## src/rtl/uart_tx_stream.sv

```systemverilog
// uart_tx_stream: drains words from the stream FIFO output and sends them as
// asynchronous UART frames (start, data LSB-first, optional parity, stop).
// The FIFO handshake is REQUEST (ready, wait for valid) then one HOLD cycle
// (ready still high) so the FIFO's registered data settles before the latch.
module uart_tx_stream #(
  parameter int CLKS_PER_BIT = 868,
  parameter int DATA_BITS    = 8,
  parameter int PARITY_EN    = 0,
  parameter int PARITY_ODD   = 0,
  parameter int STOP_BITS    = 1
) (
  input  logic                 i_clk,
  input  logic                 i_reset,
  input  logic                 i_tx_en,
  input  logic [DATA_BITS-1:0] i_data,
  input  logic                 i_data_valid,
  output logic                 o_ready,
  output logic                 o_tx,
  output logic                 o_busy,
  output logic                 o_frame_done
);

  localparam int BAUD_W = (CLKS_PER_BIT > 1) ? $clog2(CLKS_PER_BIT) : 1;
  localparam int BIT_W  = $clog2(DATA_BITS + 1);

  localparam logic [BAUD_W-1:0] BAUD_LAST = BAUD_W'(CLKS_PER_BIT - 1);
  localparam logic [BIT_W-1:0]  DATA_LAST = BIT_W'(DATA_BITS - 1);
  localparam logic [BIT_W-1:0]  STOP_LAST = BIT_W'(STOP_BITS - 1);

  typedef enum logic [2:0] {
    IDLE    = 3'd0,
    REQUEST = 3'd1,
    HOLD    = 3'd2,
    START   = 3'd3,
    DATA    = 3'd4,
    PARITY  = 3'd5,
    STOP    = 3'd6
  } state_t;

  state_t               state;
  logic [BAUD_W-1:0]    baud_cnt;
  logic [BIT_W-1:0]     bit_cnt;
  logic [DATA_BITS-1:0] shreg;
  logic                 par_bit;
  logic                 bit_end;

  // Last cycle of the current serial bit.
  assign bit_end = (baud_cnt == BAUD_LAST);

  // Frame sequencer; every output is registered and changes on the bit edge
  // together with the state, so o_tx never glitches between bits.
  always_ff @(posedge i_clk) begin
    if (i_reset) begin
      state        <= IDLE;
      baud_cnt     <= '0;
      bit_cnt      <= '0;
      shreg        <= '0;
      par_bit      <= 1'b0;
      o_tx         <= 1'b1;
      o_ready      <= 1'b0;
      o_busy       <= 1'b0;
      o_frame_done <= 1'b0;
    end else begin
      o_frame_done <= 1'b0;
      unique case (state)
        IDLE: begin
          // valid must have dropped, otherwise the previous word is still
          // being presented and asking again would duplicate it
          if (i_tx_en && !i_data_valid) begin
            state   <= REQUEST;
            o_ready <= 1'b1;
            o_busy  <= 1'b1;
          end
        end
        REQUEST: begin
          // a sampled valid is a completed handshake, so it wins over a
          // simultaneous enable drop to avoid losing a popped word
          if (i_data_valid) begin
            state <= HOLD;
          end else if (!i_tx_en) begin
            state   <= IDLE;
            o_ready <= 1'b0;
            o_busy  <= 1'b0;
          end
        end
        HOLD: begin
          shreg    <= i_data;
          par_bit  <= (^i_data) ^ (PARITY_ODD != 0);
          state    <= START;
          o_ready  <= 1'b0;
          o_tx     <= 1'b0;
          baud_cnt <= '0;
          bit_cnt  <= '0;
        end
        START: begin
          if (bit_end) begin
            baud_cnt <= '0;
            state    <= DATA;
            o_tx     <= shreg[0];
          end else begin
            baud_cnt <= baud_cnt + 1'b1;
          end
        end
        DATA: begin
          if (bit_end) begin
            baud_cnt <= '0;
            shreg    <= {1'b0, shreg[DATA_BITS-1:1]};
            if (bit_cnt == DATA_LAST) begin
              bit_cnt <= '0;
              if (PARITY_EN != 0) begin
                state <= PARITY;
                o_tx  <= par_bit;
              end else begin
                state <= STOP;
                o_tx  <= 1'b1;
              end
            end else begin
              bit_cnt <= bit_cnt + 1'b1;
              o_tx    <= shreg[1];
            end
          end else begin
            baud_cnt <= baud_cnt + 1'b1;
          end
        end
        PARITY: begin
          if (bit_end) begin
            baud_cnt <= '0;
            state    <= STOP;
            o_tx     <= 1'b1;
          end else begin
            baud_cnt <= baud_cnt + 1'b1;
          end
        end
        STOP: begin
          if (bit_end) begin
            baud_cnt <= '0;
            if (bit_cnt == STOP_LAST) begin
              bit_cnt      <= '0;
              state        <= IDLE;
              o_busy       <= 1'b0;
              o_frame_done <= 1'b1;
            end else begin
              bit_cnt <= bit_cnt + 1'b1;
            end
          end else begin
            baud_cnt <= baud_cnt + 1'b1;
          end
        end
        default: begin
          state   <= IDLE;
          o_tx    <= 1'b1;
          o_ready <= 1'b0;
          o_busy  <= 1'b0;
        end
      endcase
    end
  end

endmodule

```

## config.mk

```make
export PLATFORM = sky130hd
export DESIGN_NAME = uart_tx_stream
export DESIGN_NICKNAME = d
export VERILOG_FILES = /design/src/rtl/uart_tx_stream.sv
export SDC_FILE = /design/constraint.sdc
export NUM_CORES = 1
export LEC_CHECK = 0
export CORE_MARGIN = 1.5
export CORE_UTILIZATION = 32
export CTS_BUF_LIST = sky130_fd_sc_hd__clkbuf_16
export DETAILED_ROUTE_END_ITERATION = 8
export PLACE_DENSITY = 0.6
export SYNTH_ARGS = -nofsm -noshare
export SYNTH_HDL_FRONTEND = slang
export SYNTH_SLANG_ARGS = --single-unit
```

## constraint.sdc

```tcl
create_clock -name i_clk -period 2 [get_ports i_clk]
set_input_delay 0.3 -clock i_clk [delete_from_list [all_inputs] [get_ports i_clk]]
set_output_delay 0.3 -clock i_clk [all_outputs]
set_load 0.02 [all_outputs]
```

==> results.py, run 1 <==
metrics = {
    "finish": {
        "final_cell_mix": "nand2_1 (30), dfxtp_1 (29), nor2_1 (22)",
        "final_cell_count_no_fill": 309,
        "n_antenna_cell": 0,
        "fill_cells": 526,
        "nNetsFinal": 253,
        "layout_commonest_cell": "nand2_1",
        "utilization_pct": 42.3,
        "area_growth_pct": 26.8,
        "drive_gt1_share_pct": 15.5,
    },
    "drt": {
        "via_per_inst": 5.42,
        "wl_um": 4140,
        "num_vias": 1674,
        "drt_iter0_markers": 54,
        "ant_nets": 0,
        "post_drt_wl_per_cell_um": 13.4,
        "first_pass_iters": 4,
        "post-route-drc-count": 0,
    },
    "synth": {
        "synth-seq-cells": 29,
        "synth_top_area_share_pct": 34.0,
        "ys_warn_count": 0,
        "async_flop_share_pct": 0,
        "yosysUniqueCellTypes": 55,
        "synthesis.instances": 213,
        "synthTopCellsByArea": "dfxtp_1 (34%), a311oi_1 (6.7%), nand2_1 (6.6%), nor2_1 (4.8%), a21oi_1 (4.1%)",
        "synth_edf_count": 0,
        "yosysSeqAreaShare_pct": 34.0,
        "synthFlopType": "dfxtp_1",
        "synth_top_area_cell": "dfxtp_1",
        "synth_nets": 228,
        "synth_area_um2": 1710,
        "avgSynthCellArea_um2": 8.01,
    },
    "sta": {
        "fmax_mhz": 532,
        "final_max_slew_viol_count": 0,
        "timing.final.crit_period_ns": 1.88,
        "final-hold-violation-count": 0,
        "rsz0062_at_grt": "false",
        "setup_tns_ns": 0,
        "finalSetupViolCount": 0,
        "fin_skew_ns": 0.00309,
        "hold-worst-slack_ns": 0.469,
        "period_share_pct": 94.0,
        "tightestPinTransition_ns": 0.521,
        "relSlewSlack_pct": 65.0,
    },
    "clock_tree": {
        "postCtsSetupBuffers": 0,
        "clock_path_buffers": 2,
        "htreeDepth": 2,
        "numCtsBuffers": 5,
        "cts_sinks": 29,
        "cts_tree": "built",
        "clock_latency_ns": 0.28,
        "clk_pin_slew_ns": 0.05,
        "cts-root-buf": "clkbuf_16",
    },
    "die": {
        "ios": 16,
        "rows": 26,
        "dieHeight_um": 76,
        "start_util_pct": 33.4,
        "core_area_um2": 5110,
        "die-area_um2": 5780,
        "fp.dieW_um": 76,
    },
    "hold_path": {
        "hold_class": "flip-flop to flip-flop",
    },
    "placed_design": {
        "placed_cells": 301,
        "dp_hpwl_um": 2940,
        "io_buffers": 15,
        "gp_congestion": 0.791,
    },
    "power": {
        "p_leak_uw": 0.000732,
        "power.total_uw": 1620,
        "vdd_drop_max_v": 0.000404,
        "pwr_density_cell_nw_per_um2": 751,
    },
    "job": {
        "maxCapViolCount": 0,
    },
    "grt": {
        "grt_pass1_wl_um": 7250,
        "grt_pass1_vias": 1583,
        "gr-total-overflow": 0,
        "grt_use_total_pct": 15.2,
        "grt_max_degree": 16,
        "antenna_found_initial": 0,
    },
    "worst_setup_path": {
        "crit_type": "flip-flop to flip-flop",
        "worstPathArrival_ns": 2.08,
        "crit_fanout": 5,
        "startpoint_type": "flip-flop",
        "required_ns": 2.20,
        "worst_setup_path_end_kind": "flip-flop",
    },
    "status": {
        "status": "finished clean",
    },
}
area by class of cell:
class	count	area, µm²	share of cell area [%]
multi-input cells	166	1050	48.6
repair buffers	32	290	13.4
well taps	70	87.6	4.05
flip-flops and latches	29	581	26.9
clock buffers	5	125	5.79
clock inverters	3	13.8	0.637
inverters	4	15.0	0.694
path summary, 6_finish.rpt:
check	start	end	slack, ns	depth (start not counted)
worst max register to register	baud_cnt[1]$_SDFFE_PP0P_	bit_cnt[3]$_SDFFE_PP0P_	0.12	6
worst min register to register	shreg[7]$_SDFFE_PP0P_	shreg[7]$_SDFFE_PP0P_	0.47	2
worst min-delay path	shreg[7]$_SDFFE_PP0P_	shreg[7]$_SDFFE_PP0P_	0.47	2
worst max-delay path	baud_cnt[1]$_SDFFE_PP0P_	bit_cnt[3]$_SDFFE_PP0P_	0.12	6
worst max-delay path, cell delays in order, from the launching register on:
cell	delay, ns
dfxtp_1	0.38
ha_2	0.23
and4bb_4	0.27
nand4_1	0.15
a2111oi_2	0.53
nand2_1	0.10
a31oi_1	0.16
flip-flops by register name (all words and copies together), names as in the netlist:
signal and count:
baud_cnt 10, bit_cnt 4, o_busy 1, o_frame_done 1, o_ready 1, o_tx 1, shreg 8, state 3
cells in the mapped netlist (all sizes together) (5+ instances only):
library cell and instances:
nand2 30, dfxtp 29, nor2 23, a21oi 14
a311oi 13, nand3 10, buf 9, nor3 6
o21ai 6, clkbuf 5, nand3b 5, nor3b 5
cells by family after synthesis:
group	share of synthesized area, %
buffers and inverters	4.92
AO/OA/AOI/OAI	24.6
XOR/XNOR	1.03
AND/OR/NAND/NOR	32.0
flip-flops	34.0
adder cells (fa/ha/maj)	2.20
multiplexers	1.25
stage by stage:
step | area, µm² | worst slack [ns]
2_1_floorplan | 1710 | 0.207
3_5_place_dp | 2010 | 0.118
3_3_place_gp | 2010 | 0.156
5_1_grt | 2160 | 0.0112
6_report | 2160 | 0.121
4_1_cts | 2150 | 0.0792
routing by layer:
metal	wire (µm)	track usage (%)	part of all wire, %	vias up
met4	70	5.74	1.7	0
met2	1850	23.8	45	21
met5	0	0	0	-
li1	-	-	-	845
met1	2110	20.4	51	800
met3	108	3.47	2.6	8
where the power goes:
| group | total [µW] | internal, µW | switching [µW] |
|---|---|---|---|
| combinational | 281 | 136 | 145 |
| clock | 705 | 450 | 255 |
| sequential | 637 | 608 | 29.1 |
| total | 1620 | 1190 | 428 |
repair_timing:
item	CTS	global route
endpoints found under the setup margin	0	1
resized for setup	0	2
hold buffers	0	0
No activity file was read; power rests on OpenSTA's default activity.
==> run 2, diff against run 1 <==
--- a/config.mk
+++ b/config.mk
@@ -8,6 +8,7 @@
 export CORE_MARGIN = 1.5
 export CORE_UTILIZATION = 32
 export CTS_BUF_LIST = sky130_fd_sc_hd__clkbuf_16
+export CTS_CLUSTER_SIZE = 25
 export DETAILED_ROUTE_END_ITERATION = 8
 export PLACE_DENSITY = 0.6
 export SYNTH_ARGS = -nofsm -noshare
==> results of run 2 <==
Final layout, timing and power as in run 1 (identical DEF).
==> run 3, diff against run 2 <==
--- a/config.mk
+++ b/config.mk
@@ -5,6 +5,7 @@
 export SDC_FILE = /design/constraint.sdc
 export NUM_CORES = 1
 export LEC_CHECK = 0
+export CAP_MARGIN = 20
 export CORE_MARGIN = 1.5
 export CORE_UTILIZATION = 32
 export CTS_BUF_LIST = sky130_fd_sc_hd__clkbuf_16
==> results of run 3 <==
Final layout, timing and power as in run 1 (identical DEF).
